**config.mk**
```make
export PLATFORM = sky130hd
export DESIGN_NAME = fetch_unit
export DESIGN_NICKNAME = d
export VERILOG_FILES = /design/src/rtl/fetch_unit.sv
export SDC_FILE = /design/constraint.sdc
export NUM_CORES = 1
export LEC_CHECK = 0
export ABC_AREA = 0
export CAP_MARGIN = 20
export CORE_UTILIZATION = 49
export DETAILED_ROUTE_END_ITERATION = 8
export PLACE_DENSITY_LB_ADDON = 0.05
export SLEW_MARGIN = 15
export SYNTH_ARGS = -nofsm -noshare
export SYNTH_HDL_FRONTEND = slang
export SYNTH_SLANG_ARGS = --single-unit
```
**constraint.sdc**
```tcl
create_clock -name clock -period 9.2 [get_ports clock]
set_input_delay 0.92 -clock clock [delete_from_list [all_inputs] [get_ports clock]]
set_output_delay 0.92 -clock clock [all_outputs]
set_load 0.01 [all_outputs]
```
**src/rtl/fetch_unit.sv**
```systemverilog
// Instruction-fetch front end: word reads from the system bus into a prefetch
// queue that feeds decode. Supports redirect with flush, and halts on bus error.
//
// state | meaning
// IDLE  | no transaction in flight; issue when the queue has room and the bus is idle
// WAIT  | request in flight; its response will be pushed into the queue
// DRAIN | request in flight made stale by a redirect; its response is dropped
// HALT  | last fetch errored; nothing issued until a redirect arrives
module fetch_unit #(
   parameter int unsigned       XLEN       = 32,
   parameter int unsigned       DEPTH      = 4,
   parameter logic [XLEN-1:0]   RESET_PC   = '0,
   parameter logic [1:0]        RESP_ERROR = 2'b11
) (
   input  logic            clock,
   input  logic            reset,
   output logic [XLEN-1:0] bus_address,
   output logic            bus_write,
   output logic            bus_start,
   input  logic            bus_ready,
   input  logic [1:0]      bus_response,
   input  logic [XLEN-1:0] bus_read_data,
   output logic            inst_valid,
   input  logic            inst_ready,
   output logic [XLEN-1:0] inst_data,
   output logic [XLEN-1:0] inst_pc,
   output logic            inst_error,
   input  logic            redirect_valid,
   input  logic [XLEN-1:0] redirect_pc,
   output logic            busy
);

   localparam int unsigned AW = $clog2(DEPTH);
   localparam int unsigned CW = AW + 1;

   localparam logic [1:0] S_IDLE  = 2'd0;
   localparam logic [1:0] S_WAIT  = 2'd1;
   localparam logic [1:0] S_DRAIN = 2'd2;
   localparam logic [1:0] S_HALT  = 2'd3;

   logic [1:0]      state_q, state_d;
   logic [XLEN-1:0] fetch_pc_q, fetch_pc_d;
   logic            bus_start_q;
   logic [XLEN-1:0] bus_address_q;
   logic [XLEN-1:0] redirect_word;

   logic [XLEN-1:0] q_data_q [DEPTH];
   logic [XLEN-1:0] q_pc_q   [DEPTH];
   logic [DEPTH-1:0] q_err_q;
   logic [AW-1:0]   rd_ptr_q, wr_ptr_q;
   logic [CW-1:0]   count_q;

   logic [XLEN-1:0] last_data_q, last_pc_q;
   logic            last_err_q;

   logic complete, issue, push, push_err, flush, pop;

   assign redirect_word = redirect_pc & ~XLEN'(3);

   // The request is still being presented while bus_start_q is high, so
   // bus_ready in that cycle belongs to the idle slave, not to a result.
   assign complete = ((state_q == S_WAIT) || (state_q == S_DRAIN)) &&
                     !bus_start_q && bus_ready;

   assign inst_valid = (count_q != '0);
   assign pop        = inst_valid && inst_ready && !flush;

   always_comb begin
      state_d    = state_q;
      fetch_pc_d = fetch_pc_q;
      issue      = 1'b0;
      push       = 1'b0;
      push_err   = 1'b0;
      flush      = 1'b0;
      case (state_q)
         S_IDLE: begin
            if (redirect_valid) begin
               flush      = 1'b1;
               fetch_pc_d = redirect_word;
            end else if ((count_q < CW'(DEPTH)) && bus_ready) begin
               issue   = 1'b1;
               state_d = S_WAIT;
            end
         end
         S_WAIT: begin
            if (redirect_valid) begin
               flush      = 1'b1;
               fetch_pc_d = redirect_word;
               // A redirect on the completion edge leaves nothing in flight.
               state_d    = complete ? S_IDLE : S_DRAIN;
            end else if (complete) begin
               push = 1'b1;
               if (bus_response == RESP_ERROR) begin
                  push_err = 1'b1;
                  state_d  = S_HALT;
               end else if ((count_q + CW'(1)) < CW'(DEPTH)) begin
                  issue = 1'b1;
               end else begin
                  state_d = S_IDLE;
               end
            end
         end
         S_DRAIN: begin
            if (redirect_valid) begin
               flush      = 1'b1;
               fetch_pc_d = redirect_word;
            end
            if (complete) begin
               state_d = S_IDLE;
            end
         end
         default: begin
            if (redirect_valid) begin
               flush      = 1'b1;
               fetch_pc_d = redirect_word;
               state_d    = S_IDLE;
            end
         end
      endcase
      if (issue) begin
         fetch_pc_d = fetch_pc_q + XLEN'(4);
      end
   end

   always_ff @(posedge clock or negedge reset) begin
      if (!reset) begin
         state_q       <= S_IDLE;
         fetch_pc_q    <= RESET_PC;
         bus_start_q   <= 1'b0;
         bus_address_q <= '0;
      end else begin
         state_q     <= state_d;
         fetch_pc_q  <= fetch_pc_d;
         bus_start_q <= issue;
         if (issue) begin
            bus_address_q <= fetch_pc_q;
         end
      end
   end

   always_ff @(posedge clock or negedge reset) begin
      if (!reset) begin
         rd_ptr_q <= '0;
         wr_ptr_q <= '0;
         count_q  <= '0;
      end else if (flush) begin
         rd_ptr_q <= '0;
         wr_ptr_q <= '0;
         count_q  <= '0;
      end else begin
         if (push) begin
            wr_ptr_q <= wr_ptr_q + AW'(1);
         end
         if (pop) begin
            rd_ptr_q <= rd_ptr_q + AW'(1);
         end
         case ({push, pop})
            2'b10:   count_q <= count_q + CW'(1);
            2'b01:   count_q <= count_q - CW'(1);
            default: count_q <= count_q;
         endcase
      end
   end

   // bus_address_q still holds the in-flight request address at completion.
   always_ff @(posedge clock) begin
      if (push) begin
         q_data_q[wr_ptr_q] <= bus_read_data;
         q_pc_q[wr_ptr_q]   <= bus_address_q;
         q_err_q[wr_ptr_q]  <= push_err;
      end
   end

   always_ff @(posedge clock or negedge reset) begin
      if (!reset) begin
         last_data_q <= '0;
         last_pc_q   <= '0;
         last_err_q  <= 1'b0;
      end else if (inst_valid) begin
         last_data_q <= q_data_q[rd_ptr_q];
         last_pc_q   <= q_pc_q[rd_ptr_q];
         last_err_q  <= q_err_q[rd_ptr_q];
      end
   end

   assign inst_data   = inst_valid ? q_data_q[rd_ptr_q] : last_data_q;
   assign inst_pc     = inst_valid ? q_pc_q[rd_ptr_q]   : last_pc_q;
   assign inst_error  = inst_valid ? q_err_q[rd_ptr_q]  : last_err_q;

   assign bus_address = bus_address_q;
   assign bus_start   = bus_start_q;
   assign bus_write   = 1'b0;
   assign busy        = (state_q == S_WAIT) || (state_q == S_DRAIN);

endmodule

```
# --- After elaboration in Yosys (flattened, before gate mapping) ---
# Memories as Yosys holds them, arrays and structs flattened.
# Cells that the tools add are included.
op_classes:
  add_sub_neg: 5
  order_cmp: 5
  eq_ne: 10
  n_mux: 43
  n_reduce_logical: 17
op_table:
  columns: ["cell", "count"]
  rows:
  - ["32-bit two-way mux", 4]
  - ["32-bit by 3-bit adder with 32-bit output, second input constant", 1]
  - ["2-bit two-way mux", 13]
  - ["1-bit two-way mux", 19]
  - ["2-bit equality test, second input constant", 3]
  - ["1-bit logical AND", 6]
  - ["2-bit by 3-bit < comparator with 1-bit output, second input constant", 2]
  - ["3-bit < comparator, second input constant", 2]
  - ["2-bit inequality test, second input constant", 3]
  - ["2-bit case mux with 3 select lines", 1]
  - ["3-bit case mux with 2 select lines", 1]
  - ["6-bit AND reduction", 1]
  - ["2-bit nonzero test", 3]
  - ["3-bit nonzero test", 2]
  - ["2-bit by 1-bit adder with 2-bit output, second input constant", 2]
  - ["4-bit bitwise mux", 1]
  - ["2-bit by 1-bit equality test with 1-bit output, second input constant", 2]
  - ["4-bit inequality test, second input constant", 1]
  - ["4-bit nonzero test", 1]
  - ["3-bit by 1-bit adder with 3-bit output, second input constant", 1]
  - ["3-bit two-way mux", 1]
  - ["3-bit inequality test, second input constant", 1]
  - ["3-bit by 1-bit subtractor with 3-bit output, second input constant", 1]
  - ["1-bit binary-select mux with 2-bit select", 1]
  - ["6 further kinds", 7]
word_totals:
  ff_bits: 143
  ramBits: 256
  input_bits: 71
  out_inout_bits: 101
  word_cells: 93
  n_memories: 2
mem_list:
  columns: ["name", "words", "word_bits", "rd", "rd_ports_with_merged_regs", "wr", "line_no", "source"]
  rows:
  - ["q_data_q", 4, 32, 1, 0, 1, "47", "logic [XLEN-1:0] q_data_q [DEPTH];"]
  - ["q_pc_q", 4, 32, 1, 0, 1, "48", "logic [XLEN-1:0] q_pc_q [DEPTH];"]

# --- Longest topological paths before layout ---
# Gate-level depths: netlist of run 1.
depth:
  word_depth: 10
  mapped_depth: 10
  depth_no_buf: 8

# --- Worst setup path after synthesis of run 1 ---
# OpenSTA, ideal clock, no wires.
synth_timing:
  path_kind: "input port to flip-flop"
  start: "input redirect_valid"
  end: "memory q_data_q[0][0], enable pin"
  setup_ps: 428
  arrival_ps: 2804
  required_time_ps: 8772
  path_slack_ps: 5968
  stages: 2
  n_path_buf: 0
  cell_sequence: "and4bb_2 -> and3_1"
synth_via:
  elab_chain_cells: 4
synth_rtl:
  columns: ["element", "line_no", "source"]
  rows:
  - ["start: declaration", "28", "input logic redirect_valid,"]
  - ["1-bit two-way mux", "86", "if (redirect_valid) begin"]
  - ["1-bit two-way mux", "75", "case (state_q)"]
  - ["1-bit two-way mux", "167", "if (push) begin"]
  - ["1-bit two-way mux (not written as such)", "168", "q_data_q[wr_ptr_q] <= bus_read_data;"]
  - ["end: declaration", "47", null]
# No other way between the ends.

# --- Worst setup path after layout of run 1 ---
layout_timing:
  start: "register rd_ptr_q[0]"
  end: "output inst_pc[25]"
layout_via:
  elab_chain_cells: 2
layout_rtl:
  columns: ["element", "line_no", "source"]
  rows:
  - ["start: declaration", "50", "logic [AW-1:0] rd_ptr_q, wr_ptr_q;"]
  - ["start signal: assignment", "155", "rd_ptr_q <= rd_ptr_q + AW'(1);"]
  - ["memory 4 x 32 bit", null, null]
  - ["32-bit two-way mux", null, null]
  - ["end: declaration", "26", "output logic [XLEN-1:0] inst_pc,"]
# No other way between the ends.

==> run metrics, run 1 <==
max-slew violation count 0; fraction of layout instances using a drive strength above 1 0.1991; Synth cell types 62; Skew-Pair Late Insertion Delay 0.53 ns; CTS sink count slightly below 400; setup repair bufs after CTS 0; sequential area share after synthesis 0.7267; ys flop type edfxtp_1; ANT nets after route 0; Yosys reg bits between 300 and 400; final setup margin 4.782 ns; commonest non-fill, non-tap cell in the layout edfxtp_1; wire per inst between 20 and 25 um; core area 29950 um2; CTS buffer count between 40 and 50; Slew Limit Headroom 0.2919; Post-synth EDFFs 252; cell count after synthesis just under 900; Synth top area share 0.5024; final hold vios 0; Critical Path End Type primary output; Total GRT Usage 0.2014; Detail Placement HPWL 17180 um; critical path class flip-flop to primary output; die area between 30000 and 40000 um2; mean number of vias per cell 5.468; Detailed Route WL 30120 um; maximum vdd drop 0.0002286 V; hold buffer count at CTS 0; Max Root-Sink Buffers 3; I/O pins approximately 170; first-iteration detailed-routing DRC count ~430; Setup-failing EPs final 0; Worst setup SP type flip-flop; clock transition at the registers of the reported paths 0.06 ns; P per Cell Area between 300 and 400 nW/um2; port buffer count ~170; starting density of the core 0.5028; Final nets ~1100; Synth Cell Area roughly 15000 um2; crit path from rd_ptr_q[0]; Chip Height around 180 um; 1st-pass router iterations 4; most frequent cells in the layout edfxtp_1 (252), clkdlybuf4s50_1 (165), dfrtp_1 (133), nand2_1 (106), mux2_2 (64); vias in the first global route between 8000 and 9000; CTS tree yes; Period Utilization, post-route 0.4803; grt ovf 0; top layer in use met4; Ant. Diodes 0; Worst EP arrival approximately 3.5 ns; clock period minus worst slack 4.418 ns; Root Driver clkbuf_16; syn_area_per_cell ~17 um2; Synth area leader edfxtp_1; total number of vias 8065; P_leak between 6 and 7 nW; Synth area leaders edfxtp_1 (50%), dfrtp_1 (22%), mux4_2 (9.4%); met3 routed WL 1741 um; Max-Cap Viols 0; Reg-to-Reg Start state_q[0]; Final Instance Area approximately 19000 um2; Rows 63; wl on met1 around 13000 um; Max Fclk about 0.23 GHz; met2 routed WL between 10000 and 15000 um; Tightest Pin Transition ~1.1 ns; global placer's final weighted congestion about 0.76; first-pass GRT wire length approximately 48000 um; DRC 0; pre-CTS WS between 4 and 5 ns; CTS H-tree depth 2; initial antenna violation count 0; Synth async-reset ratio 0.3488; unrepaired setup endpoints after global routing false; Setup TNS 0 ns; Die Wd ~180 um; post-CTS sizing 0; worst-path fanout max 43; Area after DPL between 15000 and 20000 um2; required time worst endpoint between 8 and 9 ns; skew final around 0.012 ns; Area growth, synth to finish 23.60%; Hold Crit Class input pin to asynchronous set/reset pin; status complete, no violations; number of synthesis warnings 0; pin count of the biggest net entering global routing 75
[routing by layer]
metal,GRT usage,vias to the layer above
met1,0.2831,4116
met4,0.05271,0
met2,0.3208,214
met5,0,-
met3,0.04370,39
li1,-,3696
[registers in the layout, summed over array words and instances (netlist names), 3 cells and up]
name	cells
q_pc_q	120
last_data_q	32
fetch_pc_q	30
q_data_q	128
bus_address	30
last_pc_q	32
q_err_q	4
count_q	3
[Yosys cell counts (all sizes together) (3+ instances only)]
master,number
a211o,4
a211oi,6
a21o,3
a21oi,8
a221o,5
and3,12
buf,25
clkbuf,21
dfrtp,135
edfxtp,252
ha,11
inv,21
mux2,64
mux4,63
nand2,106
nand3,21
nand4,5
nor2,24
nor2b,5
nor3,10
o211ai,8
o21ai,12
o21bai,3
o221a,3
or3,3
xnor2,4
xor2,3
[power by group]
part	internal, mW	total, mW	switching, mW	leakage [nW]
Sequential	2.21	2.44	0.224	3.90
Clock	1.07	1.72	0.654	0.709
Combinational	1.18	2.06	0.879	2.09
Total	4.46	6.22	1.76	6.70
[final cells by class]
class / instances / area, um2
Fill cell: 2310 / 11340
Sequential cell: 387 / 10950
Multi-Input combinational cell: 422 / 3867
Timing Repair Buffer: 177 / 1785
Clock buffer: 59 / 1229
Tap cell: 390 / 488.0
Clock inverter: 19 / 215.2
Inverter: 21 / 78.83
[stage by stage]
step | hold slack (ns) | instances | utilization | total power, mW
global route | 0.5058 | 1475 | 0.6215 | 6.553
global placement | 0.4739 | 1395 | 0.5715 | 4.526
finish | 0.4735 | 1475 | 0.6215 | 6.218
floorplan | 0.4685 | 876 | - | 3.549
detailed placement | 0.4773 | 1395 | 0.5715 | 4.547
CTS | 0.4851 | 1473 | 0.6197 | 6.287
[worst paths after layout]
kind | to | slack [ns] | depth (start not counted)
setup / recovery | inst_pc[25] | 4.78 | 4
hold / removal | last_data_q[20] | 0.47 | 1
setup reg to reg | fetch_pc_q[10] | 6.01 | 10
hold reg to reg | last_pc_q[0] | 0.48 | 2
max in group asynchronous | rd_ptr_q[0] | 7.35 | 2
min in group clock | last_pc_q[0] | 0.48 | 2
[cell families (layout without fill, tap and decap cells)]
group,after synthesis,count (layout),share of synthesized area
compound gates,73,73,0.03688
xor+xnor,7,7,0.004071
fa+ha+maj,13,13,0.01047
buf+inv,67,276,0.01936
flops,387,387,0.7267
mux,128,128,0.1427
other cells,1,3,0.0002490
simple gates,198,198,0.05956
[critical path, stage by stage (launching register included)]
cell	delay [ns]
dfrtp_4	0.74
buf_4	0.81
mux4_2	0.59
mux2_2	0.29
clkdlybuf4s50_1	0.50
(Power assumes the default switching activity.)
==> inputs of run 2 (changes only) <==
- clock period: 9.2 -> 4.4 ns (I/O delays scaled with it)
==> run 2 against run 1 <==
Against the previous run:
- non-clock buffer count up 3
- first-iteration DRC count grew 8.9%
- hold slack got worse by 0.42 ns
- setup slack worse by 3.9 ns
- register-to-register slack got worse by 4.4 ns
- combinational power grew 110%
- die area stayed put
- global-route usage is 0.062 points lower
- critical endpoint is now inst_pc[12]
==> run metrics, run 2 (synthesized netlist as in run 1, its figures left out) <==
status complete, no violations; unrepaired setup endpoints after global routing false; Max Fclk ~0.28 GHz; required time worst endpoint slightly below 4 ns; DRC 0; first-iteration detailed-routing DRC count 464; mean number of vias per cell roughly 5.5; critical path class flip-flop to primary output; largest registers q_data_q: 128 flops, q_pc_q: 120 flops; Worst setup SP type flip-flop; worst-path fanout max 50; placed insts about 1400; CTS tree yes; wire per inst around 21 um; post-CTS sizing 0; fraction of layout instances using a drive strength above 1 0.1998; Filler Cells Inserted 2273; final hold vios 0; clock period minus worst slack 3.559 ns; Setup-failing EPs final 0; Worst EP arrival 3.12 ns; Setup TNS 0 ns; Max Root-Sink Buffers 3; Area growth, synth to finish 23.54%; port buffer count ~170; first-pass GRT wire length 47730 um; global placer's final weighted congestion 0.7615; initial antenna violation count 0; Hold Crit Class input pin to asynchronous set/reset pin; P_leak 6.689 nW; Die Wd between 150 and 200 um; non-filler cells, final 1476; CTS buffer count between 40 and 50; starting density of the core 0.5028; Skew-Pair Late Insertion Delay about 0.52 ns; maximum vdd drop 0.0005321 V; CTS H-tree depth 2; core area 29950 um2; total power between 10 and 15 mW; Total GRT Usage 0.2008; Reg with most FFs q_data_q; Ant. Diodes 0; Chip Height approximately 180 um; max-slew violation count 0; Largest register FFs ~130; P per Cell Area 693.3 nW/um2; Rows 63; Final nets 1135; most frequent cells in the layout edfxtp_1 (252), clkdlybuf4s50_1 (165), dfrtp_1 (133), nand2_1 (106), mux2_2 (64); Slew Limit Headroom 0.2818; ANT nets after route 0; die area around 31000 um2; grt ovf 0; Detail Placement HPWL approximately 18000 um; Root Driver clkbuf_16; setup repair bufs after CTS 0; 1st-pass router iterations 5; Critical Path End Type primary output; hold buffer count at CTS 0; total number of vias between 8000 and 9000; reg2reg path depth 8; skew final 0.01457 ns; pin count of the biggest net entering global routing roughly 90; Detailed Route WL 30330 um; CTS sink count between 300 and 400; I/O pins around 170; commonest non-fill, non-tap cell in the layout edfxtp_1; clock transition at the registers of the reported paths around 0.06 ns; Period Utilization, post-route 0.8090; Tightest Pin Transition ~1.1 ns; Max-Cap Viols 0; vias in the first global route 8413
-- run 2: cell count changes in the layout (fill, tap and decap cells not counted) --
cell       change
buf_12         +4
buf_16         -2
clkinv_4       +1
clkinv_2       -4
clkbuf_8       +3
bufinv_16      -1
clkbuf_1       +5
inv_6          +1
clkbuf_16      -2
clkinv_1       -5
buf_4          +1
-- run 2: final cells by class --
type,count,area (um2),area share
Timing Repair Buffer,180,1818,0.09770
Clock inverter,11,163.9,0.008809
Clock buffer,65,1239,0.06657
Inverter,21,78.83,0.004236
Multi-Input combinational cell,422,3867,0.2078
Tap cell,390,488.0,0.02622
Sequential cell,387,10950,0.5886
-- run 2: through the flow --
stage | hold WS (ns) | setup WS (ns) | util | instance area (um2)
after floorplan | 0.1444 | 1.402 | - | 15070
after global placement | 0.4787 | 1.340 | 0.5731 | 17170
after detailed placement | 0.4842 | 1.322 | 0.5731 | 17170
after CTS | 0.09272 | 0.7684 | 0.6199 | 18570
after global routing | 0.1255 | 0.6705 | 0.6212 | 18610
final | 0.05222 | 0.8406 | 0.6212 | 18610
-- run 2: critical path, cell delays in order (launching register included) --
cell,delay [ns]
dfrtp_1,0.39
inv_1,0.08
ha_1,0.23
nand2b_4,0.61
buf_4,0.33
mux2_2,0.36
clkdlybuf4s50_1,0.49
-- run 2: final timing paths --
| check | startpoint | end | slack (ns) |
|---|---|---|---|
| setup / recovery | count_q[0] | inst_pc[12] | 0.84 |
| hold / removal | reset | last_data_q[20] | 0.05 |
| max in group asynchronous | reset | fetch_pc_q[12] | 3.53 |
| hold reg to reg | last_pc_q[0] | last_pc_q[0] | 0.49 |
| min in group clock | last_pc_q[0] | last_pc_q[0] | 0.49 |
| setup reg to reg | state_q[1] | fetch_pc_q[2] | 1.64 |
-- run 2: report_power, final --
group	internal [mW]	switching [mW]	leakage (nW)
clock	2.17	1.34	0.683
sequential	4.63	0.503	3.90
combinational	2.45	1.81	2.11
total	9.25	3.66	6.69
-- run 2: metal layers --
metal,GRT usage,part of all wire,wire [um]
met2,0.3219,0.48,14410
met3,0.03513,0.053,1619
met4,0.05377,0.016,488
met5,0,0,0
met1,0.2855,0.46,13810
